--- src/rtl/video_timing_gen.sv ---
// Raster timing generator: pixel clock-enable divider, programmable H/V counters,
// blank/sync decode, blanked colour register, vblank interrupt and frame counter.
module video_timing_gen #(
   parameter int CLK_DIV      = 8,
   parameter int HW           = 9,
   parameter int VW           = 9,
   parameter int RGB_W        = 12,
   parameter int H_TOTAL      = 384,
   parameter int H_ACT_START  = 16,
   parameter int H_ACT_W      = 256,
   parameter int H_SYNC_START = 296,
   parameter int H_SYNC_W     = 32,
   parameter int V_TOTAL      = 263,
   parameter int V_ACT_START  = 16,
   parameter int V_ACT_H      = 192,
   parameter int V_SYNC_START = 236,
   parameter int V_SYNC_W     = 7
) (
   input  logic             MCLK,
   input  logic             RESET,
   input  logic             FLIP,
   output logic             PCLK,
   output logic [HW-1:0]    HPOS,
   output logic [VW-1:0]    VPOS,
   input  logic [RGB_W-1:0] iRGB,
   output logic [RGB_W-1:0] oRGB,
   output logic             HBLK,
   output logic             VBLK,
   output logic             HSYN,
   output logic             VSYN,
   output logic             VINT,
   output logic [7:0]       FRAME
);

   localparam int DW = $clog2(CLK_DIV);
   localparam logic [DW-1:0] DIV_LAST = DW'(CLK_DIV - 1);

   localparam logic [HW-1:0] H_LAST    = HW'(H_TOTAL - 1);
   localparam logic [VW-1:0] V_LAST    = VW'(V_TOTAL - 1);
   localparam logic [VW-1:0] V_INT_ROW = VW'(V_ACT_START + V_ACT_H - 1);

   // Window bounds are one bit wider so an end bound equal to 2^HW still fits.
   localparam logic [HW:0] H_A0 = (HW+1)'(H_ACT_START);
   localparam logic [HW:0] H_A1 = (HW+1)'(H_ACT_START + H_ACT_W);
   localparam logic [HW:0] H_S0 = (HW+1)'(H_SYNC_START);
   localparam logic [HW:0] H_S1 = (HW+1)'(H_SYNC_START + H_SYNC_W);
   localparam logic [VW:0] V_A0 = (VW+1)'(V_ACT_START);
   localparam logic [VW:0] V_A1 = (VW+1)'(V_ACT_START + V_ACT_H);
   localparam logic [VW:0] V_S0 = (VW+1)'(V_SYNC_START);
   localparam logic [VW:0] V_S1 = (VW+1)'(V_SYNC_START + V_SYNC_W);

   localparam logic [HW-1:0] H_OFS  = HW'(H_ACT_START);
   localparam logic [VW-1:0] V_OFS  = VW'(V_ACT_START);
   localparam logic [HW-1:0] H_FLIP = HW'(H_ACT_START + H_ACT_W - 1);
   localparam logic [VW-1:0] V_FLIP = VW'(V_ACT_START + V_ACT_H - 1);

   if (CLK_DIV < 2) begin : g_bad_div
      $error("video_timing_gen: CLK_DIV must be at least 2");
   end
   if (H_TOTAL > (1 << HW) || V_TOTAL > (1 << VW)) begin : g_bad_total
      $error("video_timing_gen: H_TOTAL/V_TOTAL exceed counter width");
   end
   if (H_ACT_START + H_ACT_W > H_TOTAL || H_SYNC_START + H_SYNC_W > H_TOTAL) begin : g_bad_h
      $error("video_timing_gen: horizontal window outside H_TOTAL");
   end
   if (V_ACT_START + V_ACT_H > V_TOTAL || V_SYNC_START + V_SYNC_W > V_TOTAL) begin : g_bad_v
      $error("video_timing_gen: vertical window outside V_TOTAL");
   end

   logic [DW-1:0] div;
   logic [HW-1:0] hcnt;
   logic [VW-1:0] vcnt;
   logic [HW:0]   hcnt_x;
   logic [VW:0]   vcnt_x;
   logic          h_act, v_act, h_syn, v_syn, h_end, v_end, vint_hit;

   assign hcnt_x   = {1'b0, hcnt};
   assign vcnt_x   = {1'b0, vcnt};
   assign h_act    = (hcnt_x >= H_A0) && (hcnt_x < H_A1);
   assign v_act    = (vcnt_x >= V_A0) && (vcnt_x < V_A1);
   assign h_syn    = (hcnt_x >= H_S0) && (hcnt_x < H_S1);
   assign v_syn    = (vcnt_x >= V_S0) && (vcnt_x < V_S1);
   assign h_end    = (hcnt == H_LAST);
   assign v_end    = (vcnt == V_LAST);
   assign vint_hit = PCLK && h_end && (vcnt == V_INT_ROW);

   // Flipped positions are only meaningful inside the active window.
   assign HPOS = FLIP ? (H_FLIP - hcnt) : (hcnt - H_OFS);
   assign VPOS = FLIP ? (V_FLIP - vcnt) : (vcnt - V_OFS);

   always_ff @(posedge MCLK) begin
      if (RESET) begin
         div   <= '0;
         hcnt  <= '0;
         vcnt  <= '0;
         PCLK  <= 1'b0;
         VINT  <= 1'b0;
         FRAME <= 8'd0;
         oRGB  <= '0;
         HBLK  <= 1'b1;
         VBLK  <= 1'b1;
         HSYN  <= 1'b1;
         VSYN  <= 1'b1;
      end else begin
         div  <= (div == DIV_LAST) ? '0 : div + 1'b1;
         PCLK <= (div == DIV_LAST);
         VINT <= vint_hit;
         if (vint_hit) FRAME <= FRAME + 8'd1;
         if (PCLK) begin
            // Video registers decode the pre-increment count, so they trail HPOS/VPOS by one pixel.
            HBLK <= !h_act;
            VBLK <= !v_act;
            HSYN <= !h_syn;
            VSYN <= !v_syn;
            oRGB <= (h_act && v_act) ? iRGB : '0;
            if (h_end) begin
               hcnt <= '0;
               vcnt <= v_end ? '0 : vcnt + 1'b1;
            end else begin
               hcnt <= hcnt + 1'b1;
            end
         end
      end
   end

endmodule
--- config.mk ---
export PLATFORM = sky130hd
export DESIGN_NAME = video_timing_gen
export DESIGN_NICKNAME = d
export VERILOG_FILES = /design/src/rtl/video_timing_gen.sv
export SDC_FILE = /design/constraint.sdc
export NUM_CORES = 1
export LEC_CHECK = 0
export CORE_UTILIZATION = 35
export CTS_CLUSTER_SIZE = 8
export DETAILED_ROUTE_END_ITERATION = 10
export MAX_ROUTING_LAYER = met4
export PLACE_DENSITY = 0.62
export SLEW_MARGIN = 0
export SYNTH_ARGS = -nofsm -noshare
export SYNTH_HDL_FRONTEND = slang
export SYNTH_SLANG_ARGS = --single-unit
--- constraint.sdc ---
create_clock -name MCLK -period 2.3 [get_ports MCLK]
set_input_delay 0.23 -clock MCLK [delete_from_list [all_inputs] [get_ports MCLK]]
set_output_delay 0.23 -clock MCLK [all_outputs]
set_load 0.02 [all_outputs]
==> reports/results.txt <==
Input and output buffers added on the ports amount to 58. The mean instance size in the synthesized netlist works out to 8.95 um2. At the worst endpoint, the required time is 2070 ps. In the routed design, unresolved DRC markers number 0. The first global-routing pass estimated 9960 um of wire. The cell taking the most area after synthesis was sky130_fd_sc_hd__dfxtp_1.

Once placement finished, the instance area stood at 0.00333 mm2. For the number of I/O pins, the log shows 59. Of the total power, the share spent switching nets is 25.2%. Setup repair after global routing left no endpoint under its margin. At the pin with the least slew margin, the transition time is 745 ps. The logs give 0 for the count of pins over their slew limit and 35.5% for the fraction of power consumed by the clock network.

The synthesized net count is 318, and the total power after layout is 1470 uW. The tools report the count of H-tree levels built during CTS as 2. The net switching power is 371 uW, and the share of synthesized area occupied by flip-flops and latches is 36.6%. The total overflow reported by the global router was 0.

The number of rows created at floorplan was 30; the clock-pin slew of the registers on the worst-case setup and hold paths was 80 ps. The cell repeated most along the worst path was sky130_fd_sc_hd__clkdlybuf4s50_1. The share of Yosys cell area claimed by the top area cell type is 36.6%, and the post-route minimum period is 2180 ps.

The path type of the worst min-delay path was reg -> reg. The number of sinks handled by clock tree synthesis was 47; the number of diodes was 0. Counting instances in the post-synthesis netlist gives the leading cell types as sky130_fd_sc_hd__dfxtp_1 (47), sky130_fd_sc_hd__nor2_1 (28), sky130_fd_sc_hd__xnor2_1 (17). Before antenna repair, the detailed router went through 4 iterations. The worst voltage drop across the vdd grid is 0.000281 V.

STA classifies the critical path startpoint as an input pin. After routing the design area is 0.00342 mm2. For the clock latency on the worst-skew pair, the log shows 300 ps.

Worst setup margin: 117 ps. The region available for standard cell placement spans 0.00694 mm2. The tools report the buffer count from post-CTS setup fixing as 0. The run gives 6140 um as the total length of routed wires. In this run the deepest clock path goes through 2 buffers. Effective utilization at floorplan: 37.0%.

For the total routing resource utilization after global routing, the log shows 16.9%. In this run the remaining antenna-violating nets after routing total 0. The run finished with clean final reports. In this run, CTS created clock tree buffers numbering 5. TritonCTS built the clock tree.

At the worst endpoint, the arrival time is 1950 ps. Registers are responsible for 55.6% of the overall power. The mapped netlist covers 0.00257 mm2. For this run, asynchronously set or reset flops after synthesis account for 0%. In this design, the stage delay of the slowest critical-path cell is 620 ps. The maximum clock skew at final layout came out at 15.2 ps. In this run the power density over the cells is 430 mW/mm2. The logs give 0 for the number of antenna violations at the first check in global routing and 95 for the starting DRC count in detailed routing. The tools report the net count of the finished layout as 382. Dividing the detail-routed wire length by the instance count gives 13.7 um. The run gives -25.3 ps as the worst slack at placement.

The logs give 287 for the synthesized netlist cell count and 8.8% for the combinational power share. In the final layout, the multi-input gates occupy 0.00148 mm2. The Yosys step of the flow raised 0 warnings.

The floorplan step set the die height to 87.7 um. The hold-fix buffer count after cts was 0. Of the available clock period, the critical path in the final layout requires 94.9%. The root buffer cell chosen for the clock tree is sky130_fd_sc_hd__clkbuf_8. Setup violations remaining at the end of the flow were counted as 0.

For the reported leakage power, the log shows 0.00134 uW. For this run, the top clock speed supported by timing is 0.458 GHz. By area the synthesized netlist is led by sky130_fd_sc_hd__dfxtp_1 (37%), sky130_fd_sc_hd__ha_1 (7.8%), sky130_fd_sc_hd__xnor2_1 (5.8%). The placed wire-length estimate was 4470 um; the chip width was 87.7 um. In this run, distinct cell masters in the synthesized netlist total 50. The run gives 0.00768 mm2 as the die area. Headroom to the max-slew limit: 50.1%. The share of post-route cells with drive strength above 1 works out to 12.2%. The cell at the slowest stage of the critical path was sky130_fd_sc_hd__clkdlybuf4s50_1. sky130_fd_sc_hd__dfxtp_1 is the most common cell in the netlist.

The tools report the maximum number of pins on one net before global-route repair as 30. The most used flip-flop cell after synthesis is sky130_fd_sc_hd__dfxtp_1. The tools report the count of filler cells inserted in the layout as 670. For the via count of the routed design, the log shows 2,247. The tools report the hold violation total from the final report as 0. The area growth from synthesis to layout is 33.3%.

Area of all sequential standard cells: 942 um2. The tools report the critical path capture point type as an output pin. The largest driver fanout on the critical path is 6, and the total of max-cap violations is 0. The run gives 0.803 as the placer's final routability congestion estimate. Ratio of routed vias to standard cells: 5.02.

The cell-internal power is 1100 uW, and the via count of the first global-routing pass is 2,120. Counting flops and latches in the post-synthesis netlist gives 47. Class of the most critical setup path: in -> out.

The critical path goes through clkdlybuf4s50_1 > buf_4 > nand2_1 > a21oi_1 > xor2_1 > clkdlybuf4s50_1. The number of flops mapped to enable cells by yosys is 0.
[kinds of logic after synthesis]
group                      after synthesis  share of synthesized area [%]
AOI/OAI and AO/OA                       45                           12.3
xor gates and xnor gates                31                           10.6
adders and majority gates               16                           7.80
buffers and inverters                   34                           5.85
DFF                                     47                           36.6
muxes                                    6                           2.44
and+or+nand+nor                        108                           24.4
[power groups by stage]
stage                     Combinational [uW]  Clock (uW)  Sequential, uW
after global routing                     139         571             820
after CTS                                132         546             820
after global placement                   132           0             838
after floorplan                         62.2           0             838
final                                    130         523             819
after detailed placement                 133           0             838
[final timing paths]
path | from | endpoint | slack (ps) | depth (start not counted)
min reg2reg | div[0] | div[0] | 450 | 1
max | FLIP | VPOS[7] | 120 | 6
min | div[0] | div[0] | 450 | 1
max reg2reg | vcnt[4] | FRAME[4] | 240 | 7
[layout make-up]
cell class                 instances  area share, %
multi-input combinational        206           43.1
sequential                        47           27.5
timing repair buffer              81           22.0
tap                               96           3.51
clock buffer                       5           2.01
inverter                          10           1.10
clock inverter                     3          0.731
[sequential cells by signal, summed over array words and instances (netlist names)]
signal  cells
vcnt        9
hcnt        9
HBLK        1
div         3
PCLK        1
FRAME       8
oRGB       12
VBLK        1
VINT        1
HSYN        1
VSYN        1
[timing repair]
| item | CTS | global route |
|---|---|---|
| resized for setup | 4 | 1 |
| setup endpoints to repair | 4 | 1 |
| endpoints found under the hold margin | 0 | 0 |
[per-layer routing]
metal / wire length, um / track usage [%]
met1: 2860 / 21.2
met2: 3030 / 27.8
met3: 218 / 3.49
met4: 31 / 4.17
met5: 0 / -
[critical path: cells and delay by family]
kind            cells  cell delay [ps]
xor+xnor            1              160
simple gates        1               50
buf+inv             3             1340
compound gates      1              170
[placed cells by master, fill, tap and decap left out, types with 11 or more instances in the layout]
master / instances
sky130_fd_sc_hd__nand2_1: 14
sky130_fd_sc_hd__nor3_1: 11
sky130_fd_sc_hd__clkdlybuf4s50_1: 54
sky130_fd_sc_hd__a21oi_1: 14
sky130_fd_sc_hd__dfxtp_1: 46
sky130_fd_sc_hd__xnor2_1: 17
sky130_fd_sc_hd__ha_1: 16
sky130_fd_sc_hd__buf_4: 23
sky130_fd_sc_hd__xor2_1: 14
sky130_fd_sc_hd__a22o_1: 12
sky130_fd_sc_hd__nor2_1: 28
[stage by stage]
stage          std cells  hold slack [ps]  setup TNS, ps  util (%)
6_report             448              447              0      49.3
5_1_grt              448              491              0      49.3
4_1_cts              448              445              0      49.2
3_5_place_dp         440              424          -25.3      47.9
3_3_place_gp         440              426              0      47.9
2_1_floorplan        287              363              0         -
Power figures use the tool's default switching activity.
